<file path="src/rtl/panel_sprite_compositor_if.sv">
// Pixel-stream and sprite-ROM bundle for panel_sprite_compositor.
//   frame_start   : one-cycle pulse on the first active pixel of a frame
//   pix_valid_in  : pixel qualifier for x / y / bg_color
//   x, y          : active pixel column / row
//   bg_color      : background RGB444 for (x, y)
//   sprite_addr   : address to the external synchronous sprite+palette ROM
//   sprite_color  : ROM data, valid one cycle after sprite_addr
//   pix_color     : composited RGB444 pixel (3 cycles after the input pixel)
//   pix_valid_out : pix_valid_in delayed to line up with pix_color
// "master" is the timing generator / ROM side, "slave" is the compositor.
interface panel_sprite_compositor_if #(
    parameter int ADDR_W = 13
) ();
    logic              frame_start;
    logic              pix_valid_in;
    logic [10:0]       x;
    logic [9:0]        y;
    logic [11:0]       bg_color;
    logic [ADDR_W-1:0] sprite_addr;
    logic [11:0]       sprite_color;
    logic [11:0]       pix_color;
    logic              pix_valid_out;

    modport master (
        output frame_start, pix_valid_in, x, y, bg_color, sprite_color,
        input  sprite_addr, pix_color, pix_valid_out
    );

    modport slave (
        input  frame_start, pix_valid_in, x, y, bg_color, sprite_color,
        output sprite_addr, pix_color, pix_valid_out
    );
endinterface

</file>
<file path="src/rtl/panel_sprite_compositor.sv">
// Front-panel sprite overlay engine.
// A calibration frame is scanned for LED / switch marker colours to build a
// slot table of sprite anchors; afterwards a state-dependent sprite is drawn
// at every valid anchor through a fixed 3-stage pipeline.
// Ports:
//   clk, reset      : pixel clock, synchronous active-high reset
//   bus (slave)     : pixel stream in, sprite ROM port, composited pixel out
//   leds_status     : 1 = LED lit, bit i is LED slot i (latched at frame_start)
//   sw_sprite       : 2-bit sprite number per switch (latched at frame_start)
//   cursor_index    : highlighted switch slot, sampled in stage 1
//   recalibrate     : request a new capture frame (honoured in READY only)
//   locked          : slot table valid
//   capture_error   : marker count mismatch at the end of the last capture
module panel_sprite_compositor #(
    parameter int          NUM_LEDS     = 36,
    parameter int          NUM_SWITCHES = 25,
    parameter int          SPRITE_W     = 32,
    parameter int          SPRITE_H     = 32,
    parameter int          OFF_X        = 10,
    parameter int          OFF_Y        = 6,
    parameter int          ADDR_W       = 13,
    parameter int          LED_ON_SPR   = 3,
    parameter int          LED_OFF_SPR  = 4,
    parameter logic [11:0] MARK_LED     = 12'hF00,
    parameter logic [11:0] MARK_SW      = 12'h0F0,
    parameter logic [11:0] TRANSP       = 12'h333,
    parameter logic [11:0] CURSOR_KEY   = 12'h1BF,
    localparam int         CUR_W        = (NUM_SWITCHES > 1) ? $clog2(NUM_SWITCHES) : 1
) (
    input  logic                      clk,
    input  logic                      reset,
    panel_sprite_compositor_if.slave  bus,
    input  logic [NUM_LEDS-1:0]       leds_status,
    input  logic [2*NUM_SWITCHES-1:0] sw_sprite,
    input  logic [CUR_W-1:0]          cursor_index,
    input  logic                      recalibrate,
    output logic                      locked,
    output logic                      capture_error
);
    localparam int LCW = $clog2(NUM_LEDS + 1);
    localparam int SCW = $clog2(NUM_SWITCHES + 1);
    localparam int LIW = (NUM_LEDS > 1) ? $clog2(NUM_LEDS) : 1;
    localparam int SIW = (NUM_SWITCHES > 1) ? $clog2(NUM_SWITCHES) : 1;

    typedef enum logic [1:0] {S_IDLE, S_CAPTURE, S_READY} state_t;
    state_t state_q, state_d;

    always_comb begin
        state_d = state_q;
        case (state_q)
            S_IDLE:    if (bus.frame_start) state_d = S_CAPTURE;
            S_CAPTURE: if (bus.frame_start) state_d = S_READY;
            S_READY:   if (recalibrate)     state_d = S_IDLE;
            default:   state_d = S_IDLE;
        endcase
    end

    always_ff @(posedge clk) begin
        if (reset) state_q <= S_IDLE;
        else       state_q <= state_d;
    end

    logic clear_tbl, finish_cap, cap_en, hit_en;
    assign clear_tbl  = (state_q == S_READY) && (state_d == S_IDLE);
    assign finish_cap = (state_q == S_CAPTURE) && (state_d == S_READY);
    // The frame_start pixel belongs to the frame it opens: it is captured when
    // it opens the capture frame and drawn when it opens the first READY frame.
    assign cap_en = bus.pix_valid_in &&
                    (((state_q == S_IDLE) && bus.frame_start) ||
                     ((state_q == S_CAPTURE) && !bus.frame_start));
    assign hit_en = bus.pix_valid_in &&
                    ((state_q == S_READY) || finish_cap);

    // Sprite origin is saturated at capture time so the table holds origins.
    logic [10:0] org_x;
    logic [9:0]  org_y;
    assign org_x = (bus.x >= 11'(OFF_X)) ? bus.x - 11'(OFF_X) : 11'd0;
    assign org_y = (bus.y >= 10'(OFF_Y)) ? bus.y - 10'(OFF_Y) : 10'd0;

    logic [LCW-1:0] led_cnt_q;
    logic [SCW-1:0] sw_cnt_q;
    logic           over_q, locked_q, cap_err_q;
    logic           led_mark, sw_mark, led_wr, sw_wr;
    assign led_mark = cap_en && (bus.bg_color == MARK_LED);
    assign sw_mark  = cap_en && (bus.bg_color == MARK_SW);
    assign led_wr   = led_mark && (led_cnt_q < LCW'(NUM_LEDS));
    assign sw_wr    = sw_mark && (sw_cnt_q < SCW'(NUM_SWITCHES));

    always_ff @(posedge clk) begin
        if (reset || clear_tbl) begin
            led_cnt_q <= '0;
            sw_cnt_q  <= '0;
            over_q    <= 1'b0;
        end else begin
            if (led_wr) led_cnt_q <= led_cnt_q + 1'b1;
            if (sw_wr)  sw_cnt_q  <= sw_cnt_q + 1'b1;
            if ((led_mark && !led_wr) || (sw_mark && !sw_wr)) over_q <= 1'b1;
        end
    end

    always_ff @(posedge clk) begin
        if (reset) begin
            locked_q  <= 1'b0;
            cap_err_q <= 1'b0;
        end else if (clear_tbl) begin
            locked_q  <= 1'b0;
        end else if (finish_cap) begin
            locked_q  <= 1'b1;
            cap_err_q <= over_q || (led_cnt_q != LCW'(NUM_LEDS)) ||
                         (sw_cnt_q != SCW'(NUM_SWITCHES));
        end
    end
    assign locked        = locked_q;
    assign capture_error = cap_err_q;

    // Panel state is frozen per frame; the frame_start pixel already sees the
    // value being latched so the whole new frame is consistent.
    logic [NUM_LEDS-1:0]       leds_q, leds_eff;
    logic [2*NUM_SWITCHES-1:0] sw_q, sw_eff;
    always_ff @(posedge clk) begin
        if (reset) begin
            leds_q <= '0;
            sw_q   <= '0;
        end else if (bus.frame_start) begin
            leds_q <= leds_status;
            sw_q   <= sw_sprite;
        end
    end
    assign leds_eff = bus.frame_start ? leds_status : leds_q;
    assign sw_eff   = bus.frame_start ? sw_sprite : sw_q;

    // Slot tables: one register set and window comparator per slot.
    logic [10:0]             led_sx [NUM_LEDS];
    logic [9:0]              led_sy [NUM_LEDS];
    logic [NUM_LEDS-1:0]     led_hit;
    logic [10:0]             sw_sx  [NUM_SWITCHES];
    logic [9:0]              sw_sy  [NUM_SWITCHES];
    logic [NUM_SWITCHES-1:0] sw_hit;

    genvar gi;
    generate
        for (gi = 0; gi < NUM_LEDS; gi++) begin : g_led
            logic        vld_q;
            logic [10:0] sx_q;
            logic [9:0]  sy_q;
            always_ff @(posedge clk) begin
                if (reset || clear_tbl) begin
                    vld_q <= 1'b0;
                end else if (led_wr && (led_cnt_q == LCW'(gi))) begin
                    vld_q <= 1'b1;
                    sx_q  <= org_x;
                    sy_q  <= org_y;
                end
            end
            assign led_sx[gi]  = sx_q;
            assign led_sy[gi]  = sy_q;
            assign led_hit[gi] = vld_q && (bus.x >= sx_q) &&
                                 ({1'b0, bus.x} < ({1'b0, sx_q} + 12'(SPRITE_W))) &&
                                 (bus.y >= sy_q) &&
                                 ({1'b0, bus.y} < ({1'b0, sy_q} + 11'(SPRITE_H)));
        end
        for (gi = 0; gi < NUM_SWITCHES; gi++) begin : g_sw
            logic        vld_q;
            logic [10:0] sx_q;
            logic [9:0]  sy_q;
            always_ff @(posedge clk) begin
                if (reset || clear_tbl) begin
                    vld_q <= 1'b0;
                end else if (sw_wr && (sw_cnt_q == SCW'(gi))) begin
                    vld_q <= 1'b1;
                    sx_q  <= org_x;
                    sy_q  <= org_y;
                end
            end
            assign sw_sx[gi]  = sx_q;
            assign sw_sy[gi]  = sy_q;
            assign sw_hit[gi] = vld_q && (bus.x >= sx_q) &&
                                ({1'b0, bus.x} < ({1'b0, sx_q} + 12'(SPRITE_W))) &&
                                (bus.y >= sy_q) &&
                                ({1'b0, bus.y} < ({1'b0, sy_q} + 11'(SPRITE_H)));
        end
    endgenerate

    // Stage 1 combinational: priority select (LEDs first, lowest index wins).
    logic [LIW-1:0]    led_sel;
    logic [SIW-1:0]    sw_sel;
    logic              led_any, sw_any, hit, cur_hit;
    logic [10:0]       sel_sx;
    logic [9:0]        sel_sy;
    logic [7:0]        spr;
    logic [ADDR_W-1:0] addr_d;

    always_comb begin
        led_sel = '0;
        sw_sel  = '0;
        for (int i = NUM_LEDS - 1; i >= 0; i--)
            if (led_hit[i]) led_sel = LIW'(i);
        for (int i = NUM_SWITCHES - 1; i >= 0; i--)
            if (sw_hit[i]) sw_sel = SIW'(i);
        led_any = |led_hit;
        sw_any  = |sw_hit;
        hit     = hit_en && (led_any || sw_any);
        if (led_any) begin
            sel_sx = led_sx[led_sel];
            sel_sy = led_sy[led_sel];
            spr    = leds_eff[led_sel] ? 8'(LED_ON_SPR) : 8'(LED_OFF_SPR);
        end else begin
            sel_sx = sw_sx[sw_sel];
            sel_sy = sw_sy[sw_sel];
            spr    = {6'd0, sw_eff[2*sw_sel +: 2]};
        end
        // Out-of-range cursor values never equal a real slot index.
        cur_hit = hit && !led_any && (32'(sw_sel) == 32'(cursor_index));
        addr_d  = '0;
        if (hit)
            addr_d = ADDR_W'(32'(spr) * 32'(SPRITE_W * SPRITE_H) +
                             32'(bus.y - sel_sy) * 32'(SPRITE_W) +
                             32'(bus.x - sel_sx));
    end

    // Pipeline registers: stage 1 (address), stage 2 (ROM read), stage 3 (pixel).
    logic [ADDR_W-1:0] addr_q;
    logic              s1_vld_q, s1_hit_q, s1_cur_q;
    logic [11:0]       s1_bg_q;
    logic              s2_vld_q, s2_hit_q, s2_cur_q;
    logic [11:0]       s2_bg_q;
    logic [11:0]       pix_q, pix_d;
    logic              pvo_q;

    always_comb begin
        pix_d = s2_bg_q;
        if (!s2_vld_q) begin
            pix_d = '0;
        end else if (s2_hit_q) begin
            if (bus.sprite_color == TRANSP)
                pix_d = s2_bg_q;
            else if (bus.sprite_color == CURSOR_KEY)
                pix_d = s2_cur_q ? CURSOR_KEY : s2_bg_q;
            else
                pix_d = bus.sprite_color;
        end else if ((s2_bg_q == MARK_LED) || (s2_bg_q == MARK_SW)) begin
            pix_d = TRANSP;
        end
    end

    always_ff @(posedge clk) begin
        if (reset) begin
            addr_q   <= '0;
            s1_vld_q <= 1'b0;
            s1_hit_q <= 1'b0;
            s1_cur_q <= 1'b0;
            s1_bg_q  <= '0;
            s2_vld_q <= 1'b0;
            s2_hit_q <= 1'b0;
            s2_cur_q <= 1'b0;
            s2_bg_q  <= '0;
            pix_q    <= '0;
            pvo_q    <= 1'b0;
        end else begin
            addr_q   <= addr_d;
            s1_vld_q <= bus.pix_valid_in;
            s1_hit_q <= hit;
            s1_cur_q <= cur_hit;
            s1_bg_q  <= bus.bg_color;
            s2_vld_q <= s1_vld_q;
            s2_hit_q <= s1_hit_q;
            s2_cur_q <= s1_cur_q;
            s2_bg_q  <= s1_bg_q;
            pix_q    <= pix_d;
            pvo_q    <= s2_vld_q;
        end
    end

    assign bus.sprite_addr   = addr_q;
    assign bus.pix_color     = pix_q;
    assign bus.pix_valid_out = pvo_q;
endmodule
</file>
<file path="src/flat_wrapper.sv">
// flat-port wrapper written by rule: the top's interface ports become plain ports
module panel_sprite_compositor_flat 
#(
    parameter int          NUM_LEDS     = 36,
    parameter int          NUM_SWITCHES = 25,
    parameter int          SPRITE_W     = 32,
    parameter int          SPRITE_H     = 32,
    parameter int          OFF_X        = 10,
    parameter int          OFF_Y        = 6,
    parameter int          ADDR_W       = 13,
    parameter int          LED_ON_SPR   = 3,
    parameter int          LED_OFF_SPR  = 4,
    parameter logic [11:0] MARK_LED     = 12'hF00,
    parameter logic [11:0] MARK_SW      = 12'h0F0,
    parameter logic [11:0] TRANSP       = 12'h333,
    parameter logic [11:0] CURSOR_KEY   = 12'h1BF,
    localparam int         CUR_W        = (NUM_SWITCHES > 1) ? $clog2(NUM_SWITCHES) : 1
)
  (clk, reset, leds_status, sw_sprite, cursor_index, recalibrate, locked, capture_error, bus_frame_start, bus_pix_valid_in, bus_x, bus_y, bus_bg_color, bus_sprite_color, bus_sprite_addr, bus_pix_color, bus_pix_valid_out);
  panel_sprite_compositor_if #(.ADDR_W(ADDR_W)) bus_i ();
  input  logic clk;
  input  logic reset;
  input  logic [NUM_LEDS-1:0] leds_status;
  input  logic [2*NUM_SWITCHES-1:0] sw_sprite;
  input  logic [CUR_W-1:0] cursor_index;
  input  logic recalibrate;
  output logic locked;
  output logic capture_error;
  input wire logic [$bits(bus_i.frame_start)-1:0] bus_frame_start;
  input wire logic [$bits(bus_i.pix_valid_in)-1:0] bus_pix_valid_in;
  input wire logic [$bits(bus_i.x)-1:0] bus_x;
  input wire logic [$bits(bus_i.y)-1:0] bus_y;
  input wire logic [$bits(bus_i.bg_color)-1:0] bus_bg_color;
  input wire logic [$bits(bus_i.sprite_color)-1:0] bus_sprite_color;
  output wire logic [$bits(bus_i.sprite_addr)-1:0] bus_sprite_addr;
  output wire logic [$bits(bus_i.pix_color)-1:0] bus_pix_color;
  output wire logic [$bits(bus_i.pix_valid_out)-1:0] bus_pix_valid_out;
  assign bus_i.frame_start = bus_frame_start;
  assign bus_i.pix_valid_in = bus_pix_valid_in;
  assign bus_i.x = bus_x;
  assign bus_i.y = bus_y;
  assign bus_i.bg_color = bus_bg_color;
  assign bus_i.sprite_color = bus_sprite_color;
  assign bus_sprite_addr = bus_i.sprite_addr;
  assign bus_pix_color = bus_i.pix_color;
  assign bus_pix_valid_out = bus_i.pix_valid_out;
  panel_sprite_compositor #(.NUM_LEDS(NUM_LEDS), .NUM_SWITCHES(NUM_SWITCHES), .SPRITE_W(SPRITE_W), .SPRITE_H(SPRITE_H), .OFF_X(OFF_X), .OFF_Y(OFF_Y), .ADDR_W(ADDR_W), .LED_ON_SPR(LED_ON_SPR), .LED_OFF_SPR(LED_OFF_SPR), .MARK_LED(MARK_LED), .MARK_SW(MARK_SW), .TRANSP(TRANSP), .CURSOR_KEY(CURSOR_KEY)) u_core (.clk(clk), .reset(reset), .bus(bus_i), .leds_status(leds_status), .sw_sprite(sw_sprite), .cursor_index(cursor_index), .recalibrate(recalibrate), .locked(locked), .capture_error(capture_error));
endmodule
</file>
<file path="config.mk">
export PLATFORM = sky130hd
export DESIGN_NAME = panel_sprite_compositor_flat
export DESIGN_NICKNAME = d
export VERILOG_FILES = /design/src/rtl/panel_sprite_compositor_if.sv /design/src/rtl/panel_sprite_compositor.sv /design/src/flat_wrapper.sv
export SDC_FILE = /design/constraint.sdc
export NUM_CORES = 2
export LEC_CHECK = 0
export CAP_MARGIN = 0
export CORE_MARGIN = 2
export CORE_UTILIZATION = 50
export CTS_BUF_LIST = sky130_fd_sc_hd__clkbuf_8 sky130_fd_sc_hd__clkbuf_16
export DETAILED_ROUTE_END_ITERATION = 10
export PLACE_DENSITY_LB_ADDON = 0.08
export SLEW_MARGIN = 20
export SYNTH_ARGS = -nofsm -noshare
export SYNTH_HDL_FRONTEND = slang
export SYNTH_SLANG_ARGS = --single-unit
</file>
<file path="constraint.sdc">
create_clock -name clk -period 11.4 [get_ports clk]
set_input_delay 1.14 -clock clk [delete_from_list [all_inputs] [get_ports clk]]
set_output_delay 1.14 -clock clk [all_outputs]
set_load 0.01 [all_outputs]
</file>
# After elaboration in Yosys (flattened, before gate mapping)
# Index checks and enable logic that the tools add are counted.
dict set report word_totals {
  input_bits 141
  word_cells 1156
  ff_bits 1500
}
dict set report op_classes {
  n_addsub 130
  bitwise_logic 6
  shifts 1
  n_reduce_logical 403
  mux 92
  eq_ne 71
  n_lt_le_gt_ge 251
}
# op count
set ops {}
lappend ops {{adder 11 x 6 -> 12 bit (second input constant)} 61}
lappend ops {{less-than comparator 11 x 12 -> 1 bit} 61}
lappend ops {{adder 10 x 6 -> 11 bit (second input constant)} 61}
lappend ops {{>= comparator 11 bit} 61}
lappend ops {{less-than comparator 10 x 11 -> 1 bit} 61}
lappend ops {{>= comparator 10 bit} 61}
lappend ops {{logical AND 1 bit} 320}
lappend ops {{2-to-1 mux 6 bit} 36}
lappend ops {{2-to-1 mux 5 bit} 25}
lappend ops {{AND reduction 2 bit} 62}
lappend ops {{== test 6 x 5 -> 1 bit (second input constant)} 16}
lappend ops {{binary-select mux 11 bit (select 6 bit)} 1}
lappend ops {{2-to-1 mux 11 bit} 6}
lappend ops {{binary-select mux 10 bit (select 6 bit)} 1}
lappend ops {{2-to-1 mux 12 bit} 5}
lappend ops {{binary-select mux 11 bit (select 5 bit)} 1}
lappend ops {{binary-select mux 10 bit (select 5 bit)} 1}
lappend ops {{2-to-1 mux 50 bit} 1}
lappend ops {{indexed part select 50 x 7 -> 2 bit} 1}
lappend ops {{== test 6 x 4 -> 1 bit (second input constant)} 8}
lappend ops {{== test 5 bit (second input constant)} 9}
lappend ops {{== test 5 x 4 -> 1 bit (second input constant)} 8}
lappend ops {{2-to-1 mux 8 bit} 5}
lappend ops {{2-to-1 mux 36 bit} 1}
lappend ops {{47 further kinds} 81}

# Depth between registers and ports, before layout
dict set report depth {
  depth_word 49
  depth_mapped 47
  depth_no_buf 44
}

# Least setup slack after synthesis
# OpenSTA, ideal clock, no wires.
dict set report synth_path {
  path_kind {input port to flip-flop}
  from {input bus_y[0]}
  to {register u_core.addr_q[12] (netlist: u_core.bus.sprite_addr[12])}
  required_ps 11328
  path_slack_ps 1748
  path_stages 40
  t_arrival_ps 9580
  setup_ps 72
  cell_sequence {inv_1 > ha_1 > a211o_1 > nor3_1 > o21ai_1 > a211o_1 > nand4_1 > o22ai_1 > or3_1 > o31a_1 > buf_6 > o21ai_2 > buf_6 > buf_6 > buf_4 > o21ai_0 > mux4_2 > o211ai_1 > [4 not listed] > a21oi_1 > o21ai_0 > nand2b_1 > a21o_1 > a21o_1 > a21o_1 > a21o_1 > a21o_1 > a21o_1 > fa_1 > inv_1 > ha_1 > a21oi_1 > xnor2_1 > xnor2_1 > xnor2_1 > xnor2_2 > mux2i_1}
}
dict set report synth_between {
  elab_chain_cells 47
}
# item line_no
set synth_rtl {}
lappend synth_rtl {{start, declared} flat_wrapper.sv:32} ;# input wire logic [$bits(bus_i.y)-1:0] bus_y;
lappend synth_rtl {{>= comparator 10 bit} panel_sprite_compositor.sv:159} ;# (bus.y >= sy_q) &&
lappend synth_rtl {{logical AND 1 bit} panel_sprite_compositor.sv:158} ;# ({1'b0, bus.x} < ({1'b0, sx_q} + 12'(SPRITE_W))) &&
lappend synth_rtl {{logical AND 1 bit} panel_sprite_compositor.sv:159}
lappend synth_rtl {{2-to-1 mux 6 bit (36 in series)} panel_sprite_compositor.sv:197} ;# if (led_hit[i]) led_sel = LIW'(i);
lappend synth_rtl {{inverter 6 -> 7 bit (not written as such)} {panel_sprite_compositor.sv:204, panel_sprite_compositor.sv:205}}
lappend synth_rtl {{binary-select mux 10 bit (select 6 bit)} panel_sprite_compositor.sv:205} ;# sel_sy = led_sy[led_sel];
lappend synth_rtl {{2-to-1 mux 8 bit (not written as such) (2 in series)} panel_sprite_compositor.sv:205}
lappend synth_rtl {{2-to-1 mux 8 bit} panel_sprite_compositor.sv:203} ;# if (led_any) begin
lappend synth_rtl {{subtractor 8 bit} panel_sprite_compositor.sv:217} ;# 32'(bus.y - sel_sy) * 32'(SPRITE_W) +
lappend synth_rtl {{adder 13 bit} panel_sprite_compositor.sv:216} ;# addr_d = ADDR_W'(32'(spr) * 32'(SPRITE_W * SPRITE_H) +
lappend synth_rtl {{adder 13 bit} panel_sprite_compositor.sv:217}
lappend synth_rtl {{end signal, assigned} panel_sprite_compositor.sv:260} ;# addr_q <= addr_d;
lappend synth_rtl {{end, declared} panel_sprite_compositor.sv:222} ;# logic [ADDR_W-1:0] addr_q;
# Parallel ways exist; a longest one is shown, timed or not. The select of a mux whose other input is x is not followed.
# A chain may end at the register's enable or synchronous reset.

# Final worst setup path
# Ends and elaborated chain as after synthesis.

==> qor.csv <==
stage;metric;value;unit
worst_setup_path;cp-end-kind;flop;
sta;rsz0062_at_grt;no;
cts;path_clk_slew;60;ps
synth;yosysTopAreaCell;edfxtp_1;
floorplan;start_util;0.502;
sta;slew-limit-headroom;0.170;
cells_and_area;ff_latch_area;42900;sq um
route;dr_wl_met3;44600;um
synth;yosysSeqAreaShare;0.363;
route;wl_per_cell;31.8;um
worst_setup_path;cp-start-kind;input port;
floorplan;num_rows;178;
synth;synthTopCellsByArea;edfxtp_1 33%, ha_1 22%, inv_1 4.5%;
sta;setup_viol;0;
cts;cts_tree;built;
cts;insertion_delay;890;ps
worst_setup_path;r2r_cells;37;
cells_and_area;fin_area;134000;sq um
route;drtAntennaViolNets;0;
route;drt-pass1-iter-count;9;
floorplan;core-area;235000;sq um
hold_path;hold_depth;1;
sta;holdWs;435;ps
place;placed_area;127000;sq um
synth;synth-edff-count;1281;
pwr;power_density;104;nW/um^2
synth;syn_nets;14100;
route;wl_met1;194000;um
synth;synthDominantCellAreaShare;0.326;
route;drc_errors;0;
worst_setup_path;worstPathRequired;12190;ps
synth;ys_types;124;
sta;min_period_over_period;0.945;
global_routing;overflow;0;
worst_setup_path;worst-path-max-fanout;36;
sta;final_max_slew_viol_count;0;
route;top_layer;met5;
synth;postSynthAreaPerCell;10.0;sq um
cts;cts_max_level;4;
worst_setup_path;worstSetupPathType;in -> reg;
floorplan;io_pins;169;
synth;synth_cells;11800;
sta;period_minus_slack;10780;ps
place;dp_hpwl;372000;um
route;vias_per_cell;6.50;
floorplan;die_h;490;um
worst_setup_path;slowest_stage;a21oi_1;
job;maxCapViolCount;0;
synth;syn_area;118000;sq um
cts;clk_path_buf_depth;3;
floorplan;floorplan.die_area;240000;sq um
cts;hold_buffers;0;
worst_setup_path;r2r_start;u_core.g_led[25].sy_q[5]$_DFFE_PP_;
global_routing;grt_pass1_vias;99300;
cts;cts_buffers;181;
cells_and_area;nFillCells;20500;
floorplan;dieWidth;490;um
cts;cts_setup_buffers;0;
hold_path;hold_path_end;u_core.s2_bg_q[4]$_SDFF_PP0_;
hold_path;min_path_type;reg -> reg;
synth;synth_seq_cells;1500;
sta;worst_pin_slew;1230;ps
sta;worst_slack;623;ps
route;dr_wl_met2;221000;um
cells_and_area;nets;14600;
place;dp_cells;15300;
place;pre_cts_slack;92.3;ps
place;portBuffers;168;
place;place.gp.congestion;1.04;
route;wirelength;498000;um
worst_setup_path;path_common_cell;a21o_1;
worst_setup_path;slowest_delay;760;ps
cts;postCtsResizedCells;0;
pwr;power.total;13.8;mW
synth;synthFlopType;edfxtp_1;
route;vias;102000;
global_routing;grt_max_degree;90;
run_status;status;finished clean;
global_routing;grt_antenna_before_repair;29;
worst_setup_path;reg2reg_to;u_core.bus.sprite_addr[12]$_SDFF_PP0_;
synth;yosysWarningCount;0;
cells_and_area;final_cells;15700;
cells_and_area;drive_above_1_share;0.0841;
cells_and_area;area_growth;13.0;%
hold_path;hp-start;u_core.s1_bg_q[4]$_SDFF_PP0_;
cts;cts_root_buffer;clkbuf_16;
global_routing;grt_util_all_layers;0.402;
worst_setup_path;cp.arrival;11560;ps
sta;finClkSkew;47.9;ps
pwr;peakVddDrop;0.138;mV
pwr;p_leak;58.6;nW
cts;numClockSinks;1500;
worst_setup_path;reg2reg_slack;1230;ps
route;drt_iter0_drc;11200;
synth;async_flop_share;0;
cells_and_area;multi_input_area;69000;sq um
sta;hold_viol_final;0;
global_routing;grt_pass1_wl;702000;um
sta;clock.fmax;92.8;MHz
==> flip-flops by register name, summed over array words and instances (netlist names), 13 cells and up <==
name / flops
u_core.g_sw.sx_q: 275
u_core.g_led.sx_q: 396
u_core.leds_q: 36
u_core.g_sw.sy_q: 250
u_core.sw_q: 50
u_core.g_led.vld_q: 36
u_core.bus.sprite_addr: 13
u_core.g_sw.vld_q: 25
u_core.g_led.sy_q: 360
==> synth_stat cells, types with 31 or more instances <==
library cell and count:
nor4_1 49, xnor2_1 455, o221ai_1 51, o2111ai_1 57
a31oi_1 100, inv_1 1424, o21a_1 201, dfxtp_1 219
a2111oi_0 81, clkbuf_1 86, nand3_1 534, nor2b_1 167
edfxtp_1 1281, a311oi_1 47, o21bai_1 33, buf_2 110
o32ai_1 31, a21o_1 249, nor2_1 560, nand2_1 589
o211ai_1 274, nand2b_1 109, o31ai_1 41, buf_4 37
mux4_2 37, a211oi_1 214, a211o_1 58, and3_1 90
a21oi_1 559, mux2i_1 341, ha_1 2114, nand4_1 132
o22ai_1 64, or3_1 35, nor3_1 228, o21ai_0 509
==> final cells by class <==
class                      instances  share of cell area
multi-input combinational       8586               0.517
timing repair buffer             667              0.0464
clock inverter                   142             0.00998
sequential                      1500               0.321
tap                             3150              0.0295
clock buffer                     197              0.0358
inverter                        1432              0.0403
antenna                           19            0.000356
==> how the worst max path moves through the flow <==
stage | end | cells past startpoint | startpoint | slack [ps]
after global placement | u_core.bus.sprite_addr[12]$_SDFF_PP0_ | 39 | bus_x[0] | -10
after global routing | u_core.bus.sprite_addr[12]$_SDFF_PP0_ | 43 | bus_y[0] | 560
after detailed placement | u_core.bus.sprite_addr[12]$_SDFF_PP0_ | 36 | bus_y[0] | 90
after CTS | u_core.bus.sprite_addr[12]$_SDFF_PP0_ | 36 | bus_y[0] | 980
after floorplan | u_core.bus.sprite_addr[12]$_SDFF_PP0_ | 40 | bus_y[0] | 1750
final | u_core.bus.sprite_addr[12]$_SDFF_PP0_ | 36 | bus_y[0] | 620
==> logic make-up after synthesis <==
logic type | synth area share
flip-flops | 0.363
multiplexers | 0.0372
adder cells (fa/ha/maj) | 0.225
AND/OR/NAND/NOR | 0.112
AO/OA/AOI/OAI | 0.171
buffers and inverters | 0.0576
XOR/XNOR | 0.0351
==> critical path: cells and delay by family <==
kind	cells	cell delay, ps
adder cells (fa/ha/maj)	4	1550
multiplexers	3	900
XOR/XNOR	4	690
AND/OR/NAND/NOR	2	230
AO/OA/AOI/OAI	16	4750
buffers and inverters	7	2170
==> stage by stage <==
stage,TNS (ps),utilization
floorplan,0,-
global placement,-14.7,0.541
detailed placement,0,0.542
CTS,0,0.568
global route,0,0.568
finish,0,0.568
==> metal layers <==
layer  track usage  up-vias
li1              -    45400
met1         0.505    49900
met2         0.633     5368
met3        0.0713     1326
met4         0.268       10
met5             0        -
==> cells in the final DEF (no fill, tap or decap), types with 200 or more instances in the layout <==
master and instances:
ha_1 2114, inv_1 1456, edfxtp_1 1281, nand2_1 589, a21oi_1 557, nand3_1 534
o21ai_0 509, nor2_1 496, xnor2_1 455, buf_4 448, mux2i_1 341, o211ai_1 274
a21o_1 246, nor3_1 219, dfxtp_1 219, a211oi_1 213, o21a_1 200
==> where the power goes <==
group	internal [mW]	switching, mW
registers	6.02	0.0122
logic	0.601	1.14
clock network	3.45	2.60
(Power assumes the default switching activity.)
